[src/rtl/multicycle_control.sv]
// Main control FSM for the multicycle MIPS-style datapath.
// Sequences fetch/decode/execute/memory/writeback and drives every datapath
// enable, mux select and the AluOp code for aluControl.
// Optional build macro MULTICYCLE_CONTROL_PERF_EN adds the instr_count and
// stall_count performance counters as extra output ports.
module multicycle_control (
  input  logic       clk,
  input  logic       rst,
  input  logic [3:0] opcode,
  input  logic       zero,
  input  logic       mem_ready,
  output logic [3:0] AluOp,
  output logic       pc_write,
  output logic       i_or_d,
  output logic       mem_read,
  output logic       mem_write,
  output logic       ir_write,
  output logic       reg_dst,
  output logic       mem_to_reg,
  output logic       reg_write,
  output logic       alu_src_a,
  output logic [1:0] alu_src_b,
  output logic [1:0] pc_source,
  output logic       halted,
  output logic       illegal_op
`ifdef MULTICYCLE_CONTROL_PERF_EN
  ,
  output logic [31:0] instr_count,
  output logic [31:0] stall_count
`endif
);

  localparam int unsigned OpW = 4;

  localparam logic [OpW-1:0] OP_R    = 4'b0000;
  localparam logic [OpW-1:0] OP_ADDI = 4'b0001;
  localparam logic [OpW-1:0] OP_ANDI = 4'b0010;
  localparam logic [OpW-1:0] OP_ORI  = 4'b0011;
  localparam logic [OpW-1:0] OP_LW   = 4'b0100;
  localparam logic [OpW-1:0] OP_SW   = 4'b0101;
  localparam logic [OpW-1:0] OP_BEQ  = 4'b0110;
  localparam logic [OpW-1:0] OP_BNE  = 4'b0111;
  localparam logic [OpW-1:0] OP_J    = 4'b1000;
  localparam logic [OpW-1:0] OP_HALT = 4'b1111;

  localparam logic [3:0] ALU_ADD   = 4'b1010;
  localparam logic [3:0] ALU_AND   = 4'b1000;
  localparam logic [3:0] ALU_OR    = 4'b1001;
  localparam logic [3:0] ALU_SUB   = 4'b1110;
  localparam logic [3:0] ALU_FUNCT = 4'b0000;

  typedef enum logic [3:0] {
    S_FETCH     = 4'd0,
    S_DECODE    = 4'd1,
    S_R_EXEC    = 4'd2,
    S_R_WB      = 4'd3,
    S_I_EXEC    = 4'd4,
    S_I_WB      = 4'd5,
    S_MEM_ADDR  = 4'd6,
    S_MEM_READ  = 4'd7,
    S_MEM_WRITE = 4'd8,
    S_MEM_WB    = 4'd9,
    S_BRANCH    = 4'd10,
    S_JUMP      = 4'd11,
    S_HALT      = 4'd12
  } state_t;

  state_t r_state;
  state_t w_next;

  // State register; reset always returns to FETCH
  always_ff @(posedge clk) begin
    if (rst) r_state <= S_FETCH;
    else     r_state <= w_next;
  end

  // Next-state and control outputs; reset masks every enable and status flag
  always_comb begin
    w_next     = r_state;
    AluOp      = ALU_ADD;
    pc_write   = 1'b0;
    i_or_d     = 1'b0;
    mem_read   = 1'b0;
    mem_write  = 1'b0;
    ir_write   = 1'b0;
    reg_dst    = 1'b0;
    mem_to_reg = 1'b0;
    reg_write  = 1'b0;
    alu_src_a  = 1'b0;
    alu_src_b  = 2'b00;
    pc_source  = 2'b00;
    halted     = 1'b0;
    illegal_op = 1'b0;

    case (r_state)
      S_FETCH: begin
        mem_read  = 1'b1;
        alu_src_b = 2'b01;
        ir_write  = mem_ready;
        pc_write  = mem_ready;
        if (mem_ready) w_next = S_DECODE;
      end
      S_DECODE: begin
        alu_src_b = 2'b10;
        case (opcode)
          OP_R:                     w_next = S_R_EXEC;
          OP_ADDI, OP_ANDI, OP_ORI: w_next = S_I_EXEC;
          OP_LW, OP_SW:             w_next = S_MEM_ADDR;
          OP_BEQ, OP_BNE:           w_next = S_BRANCH;
          OP_J:                     w_next = S_JUMP;
          OP_HALT:                  w_next = S_HALT;
          default: begin
            illegal_op = 1'b1;
            w_next     = S_FETCH;
          end
        endcase
      end
      S_R_EXEC: begin
        alu_src_a = 1'b1;
        AluOp     = ALU_FUNCT;
        w_next    = S_R_WB;
      end
      S_R_WB: begin
        reg_dst   = 1'b1;
        reg_write = 1'b1;
        w_next    = S_FETCH;
      end
      S_I_EXEC: begin
        alu_src_a = 1'b1;
        case (opcode)
          OP_ANDI: begin alu_src_b = 2'b11; AluOp = ALU_AND; end
          OP_ORI:  begin alu_src_b = 2'b11; AluOp = ALU_OR;  end
          default: begin alu_src_b = 2'b10; AluOp = ALU_ADD; end
        endcase
        w_next = S_I_WB;
      end
      S_I_WB: begin
        reg_write = 1'b1;
        w_next    = S_FETCH;
      end
      S_MEM_ADDR: begin
        alu_src_a = 1'b1;
        alu_src_b = 2'b10;
        w_next    = (opcode == OP_LW) ? S_MEM_READ : S_MEM_WRITE;
      end
      S_MEM_READ: begin
        mem_read = 1'b1;
        i_or_d   = 1'b1;
        if (mem_ready) w_next = S_MEM_WB;
      end
      S_MEM_WRITE: begin
        mem_write = 1'b1;
        i_or_d    = 1'b1;
        if (mem_ready) w_next = S_FETCH;
      end
      S_MEM_WB: begin
        mem_to_reg = 1'b1;
        reg_write  = 1'b1;
        w_next     = S_FETCH;
      end
      S_BRANCH: begin
        alu_src_a = 1'b1;
        AluOp     = ALU_SUB;
        pc_source = 2'b01;
        pc_write  = (opcode == OP_BNE) ? ~zero : zero;
        w_next    = S_FETCH;
      end
      S_JUMP: begin
        pc_source = 2'b10;
        pc_write  = 1'b1;
        w_next    = S_FETCH;
      end
      S_HALT: begin
        halted = 1'b1;
      end
      default: w_next = S_FETCH;
    endcase

    if (rst) begin
      pc_write   = 1'b0;
      mem_read   = 1'b0;
      mem_write  = 1'b0;
      ir_write   = 1'b0;
      reg_write  = 1'b0;
      halted     = 1'b0;
      illegal_op = 1'b0;
    end
  end

`ifdef MULTICYCLE_CONTROL_PERF_EN
  localparam int unsigned CntW = 32;

  logic [CntW-1:0] r_instr_count;
  logic [CntW-1:0] r_stall_count;
  logic            w_retire;
  logic            w_stall;

  assign w_retire = (r_state != S_FETCH) && (w_next == S_FETCH);
  assign w_stall  = !mem_ready && ((r_state == S_FETCH) ||
                                   (r_state == S_MEM_READ) ||
                                   (r_state == S_MEM_WRITE));

  // Retired-instruction and memory-stall counters, free-running with wrap
  always_ff @(posedge clk) begin
    if (rst) begin
      r_instr_count <= '0;
      r_stall_count <= '0;
    end else begin
      if (w_retire) r_instr_count <= r_instr_count + CntW'(1);
      if (w_stall)  r_stall_count <= r_stall_count + CntW'(1);
    end
  end

  assign instr_count = r_instr_count;
  assign stall_count = r_stall_count;
`endif

endmodule
[config.mk]
export PLATFORM = sky130hd
export DESIGN_NAME = multicycle_control
export DESIGN_NICKNAME = d
export VERILOG_FILES = /design/src/rtl/multicycle_control.sv
export SDC_FILE = /design/constraint.sdc
export NUM_CORES = 1
export LEC_CHECK = 0
export CAP_MARGIN = 10
export CORE_UTILIZATION = 44
export DETAILED_ROUTE_END_ITERATION = 12
export PLACE_DENSITY_LB_ADDON = 0.08
export RECOVER_POWER = 50
export SLEW_MARGIN = 20
export SYNTH_ARGS = -nofsm -noshare
export SYNTH_HDL_FRONTEND = slang
export SYNTH_SLANG_ARGS = --single-unit
[constraint.sdc]
create_clock -name clk -period 2.4 [get_ports clk]
set_input_delay 0.24 -clock clk [delete_from_list [all_inputs] [get_ports clk]]
set_output_delay 0.24 -clock clk [all_outputs]
set_load 0.02 [all_outputs]
==> impl_metrics.toml <==
[status]
status = "completed"

[grt]
grt_pass1_wl_mm = 2.83
grtUsageMet3_pct = 3.41
grt_pass1_vias = 628
track_usage_pct = 25.9
met1_usage_pct = 35.5
grt_overflow = 0
antenna_found_initial = 0
grt_use_met2_pct = 44.7
grt.busiest_layer = "met2"
grt_max_degree = 19

[setup_path]
crit_required_ns = 2.16
path_class = "in -> out"
worstPathArrival_ns = 2.02
cp_max_fo = 9
start_kind = "input port"
worstSetupEndpointType = "primary output"

[placement]
gp_congestion = 0.931
place_inst = 135
numPortBuffers = 26
place_ws_ns = 0.259
hpwl_mm = 1.44

[cts]
cts_tree = "yes"
clk_pin_slew_worst_paths_ns = 0.04
cts_root_buf = "clkbuf_4"
clk_path_buf_depth = 2
cts_htree_levels = 1
cts_made_buffers = 3
cts.sinks = 4
postCtsHoldBufs = 0
post-cts-setup-buffer-count = 0
clock_latency_ns = 0.24

[sta]
setup_violations = 0
max_freq_mhz = 442
period_share_pct = 94.3
min_period_ns = 2.26
drv_slew = 0
hold_violations = 0
worstMarginPinSlew_ns = 0.796
rsz0062_at_grt = "false"
skew_ns = 0.00923
fin_tns_setup_ns = 0
max-slew-margin-rel_pct = 46.2
setup_slack_ns = 0.137

[synthesis]
postSynth.topFlopCell = "dfxtp_1"
synth_common_cells = "10 x nor2_1, 10 x nor3_1, 7 x nand2_1"
synth-edff-count = 0
synthArstFlopShare_pct = 0
ys.warnings.count = 0
ys_top_cells_by_area = "dfxtp_1 13%, nor3_1 8.0%, nor2_1 6.0%, a21oi_1 4.8%, buf_2 4.8%"
syn-num-nets = 104
avgSynthCellArea_um2 = 6.49
syn-cell-area_um2 = 623
ys_ff_latch = 4
yosysTopAreaCellShare_pct = 12.9
ys_types = 35
yosys.area.top_type = "dfxtp_1"
synth-seq-area-share_pct = 12.9
syn_inst = 96

[layout]
syn_to_final_growth_pct = 46.2
largest_reg_flops = 4
nets = 133
fin_util_pct = 70.0
reg.largest.list = "r_state x4"
largest-register = "r_state"
diodes = 0
final_cell_count_no_fill = 138
drive_gt1_share_pct = 12.2
fill_cells = 125

[die]
boundaryPins = 27
rows = 13
core_area_um2 = 1300
chipHeight_um = 39.6
floorplan.initialDensity_pct = 47.9
fp.dieW_um = 39.6
die-area_um2 = 1570

[route]
avgViaCountPerCell = 5.95
drtAntennaViolNets = 0
drt_pass1_iterations = 4
drc = 0
routedWlPerCell_um = 13.7
wl_mm = 1.89
drt-initial-drc-count = 26
vias = 821

[power]
peakVddDrop_mv = 0.378
p_per_area_nw_per_um2 = 438
p_leak_nw = 0.336

[min_path]
hp-class = "reg -> reg"

[job]
cap_violations = 0
==> through the flow <==
| step | hold WS [ns] | total power (W) | instance area (um2) |
|---|---|---|---|
| global route | 0.764 | 0.000426 | 911 |
| floorplan | 0.432 | 0.000229 | 623 |
| detailed placement | 0.769 | 0.000318 | 906 |
| finish | 0.747 | 0.000399 | 911 |
| CTS | 0.768 | 0.000403 | 928 |
| global placement | 0.750 | 0.000313 | 906 |
==> layer usage <==
layer / routed length [um] / part of all wire [%] / up-vias
li1: - / - / 407
met4: 8 / 0.42 / 0
met2: 927 / 49 / 39
met3: 126 / 6.7 / 2
met1: 823 / 44 / 373
met5: 0 / 0 / -
==> where the power goes <==
group	total (W)	switching [W]	internal [W]
combinational	0.000229	0.000125	0.000104
clock	0.0000826	0.0000268	0.0000558
sequential	0.0000877	0.0000138	0.0000738
==> worst max-delay path, stage by stage <==
cell             delay [ns]
clkdlybuf4s50_1        0.47
clkbuf_1               0.32
nor3_2                 0.11
nor4_1                 0.23
clkdlybuf4s50_1        0.64
==> cell usage in the layout, fill, tap and decap left out, types with 3 or more instances in the layout <==
cell type | netlist | routed
nor3_1 | 10 | 9
a21boi_0 | 3 | 3
nand2_1 | 7 | 7
clkbuf_4 | 0 | 3
dlygate4sd3_1 | 0 | 5
o32ai_1 | 3 | 3
nor2_1 | 10 | 10
o21ai_0 | 4 | 4
clkdlybuf4s50_1 | 0 | 20
buf_4 | 1 | 7
a21oi_1 | 6 | 6
nand2b_1 | 4 | 4
inv_1 | 5 | 5
nand3_1 | 5 | 5
==> worst paths after layout <==
| check | slack (ns) | to | cells past startpoint | startpoint |
|---|---|---|---|---|
| worst max-delay path | 0.14 | illegal_op | 5 | opcode[1] |
| worst min-delay path | 0.75 | r_state[3]$_SDFFE_PP0P_ | 3 | r_state[3]$_SDFFE_PP0P_ |
| worst max register to register | 0.98 | r_state[3]$_SDFFE_PP0P_ | 5 | r_state[0]$_SDFFE_PP0P_ |
| worst min register to register | 0.75 | r_state[3]$_SDFFE_PP0P_ | 3 | r_state[3]$_SDFFE_PP0P_ |
==> timing repair <==
action | 4_1_cts | 5_1_grt
gates resized for setup | 0 | 4
setup endpoints to repair | 0 | 3
endpoints found under the hold margin | 0 | 0
==> area by class of cell <==
class / count / area [um2] / share of cell area, %
clock buffers: 3 / 22.5 / 2.47
repair buffers: 34 / 310 / 34.1
flip-flops and latches: 4 / 82.6 / 9.07
well taps: 15 / 18.8 / 2.06
multi-input cells: 76 / 454 / 49.9
inverters: 6 / 22.5 / 2.47
==> cell families (layout without fill, tap and decap cells) <==
family                 after synthesis  in the layout  synth area share, %
buffers and inverters               16             43                 12.7
AO/OA/AOI/OAI                       28             28                 29.7
flip-flops                           4              4                 12.9
XOR/XNOR                             2              2                 2.81
AND/OR/NAND/NOR                     46             46                 42.0
Note: power is estimated with default switching activity, not from simulation.
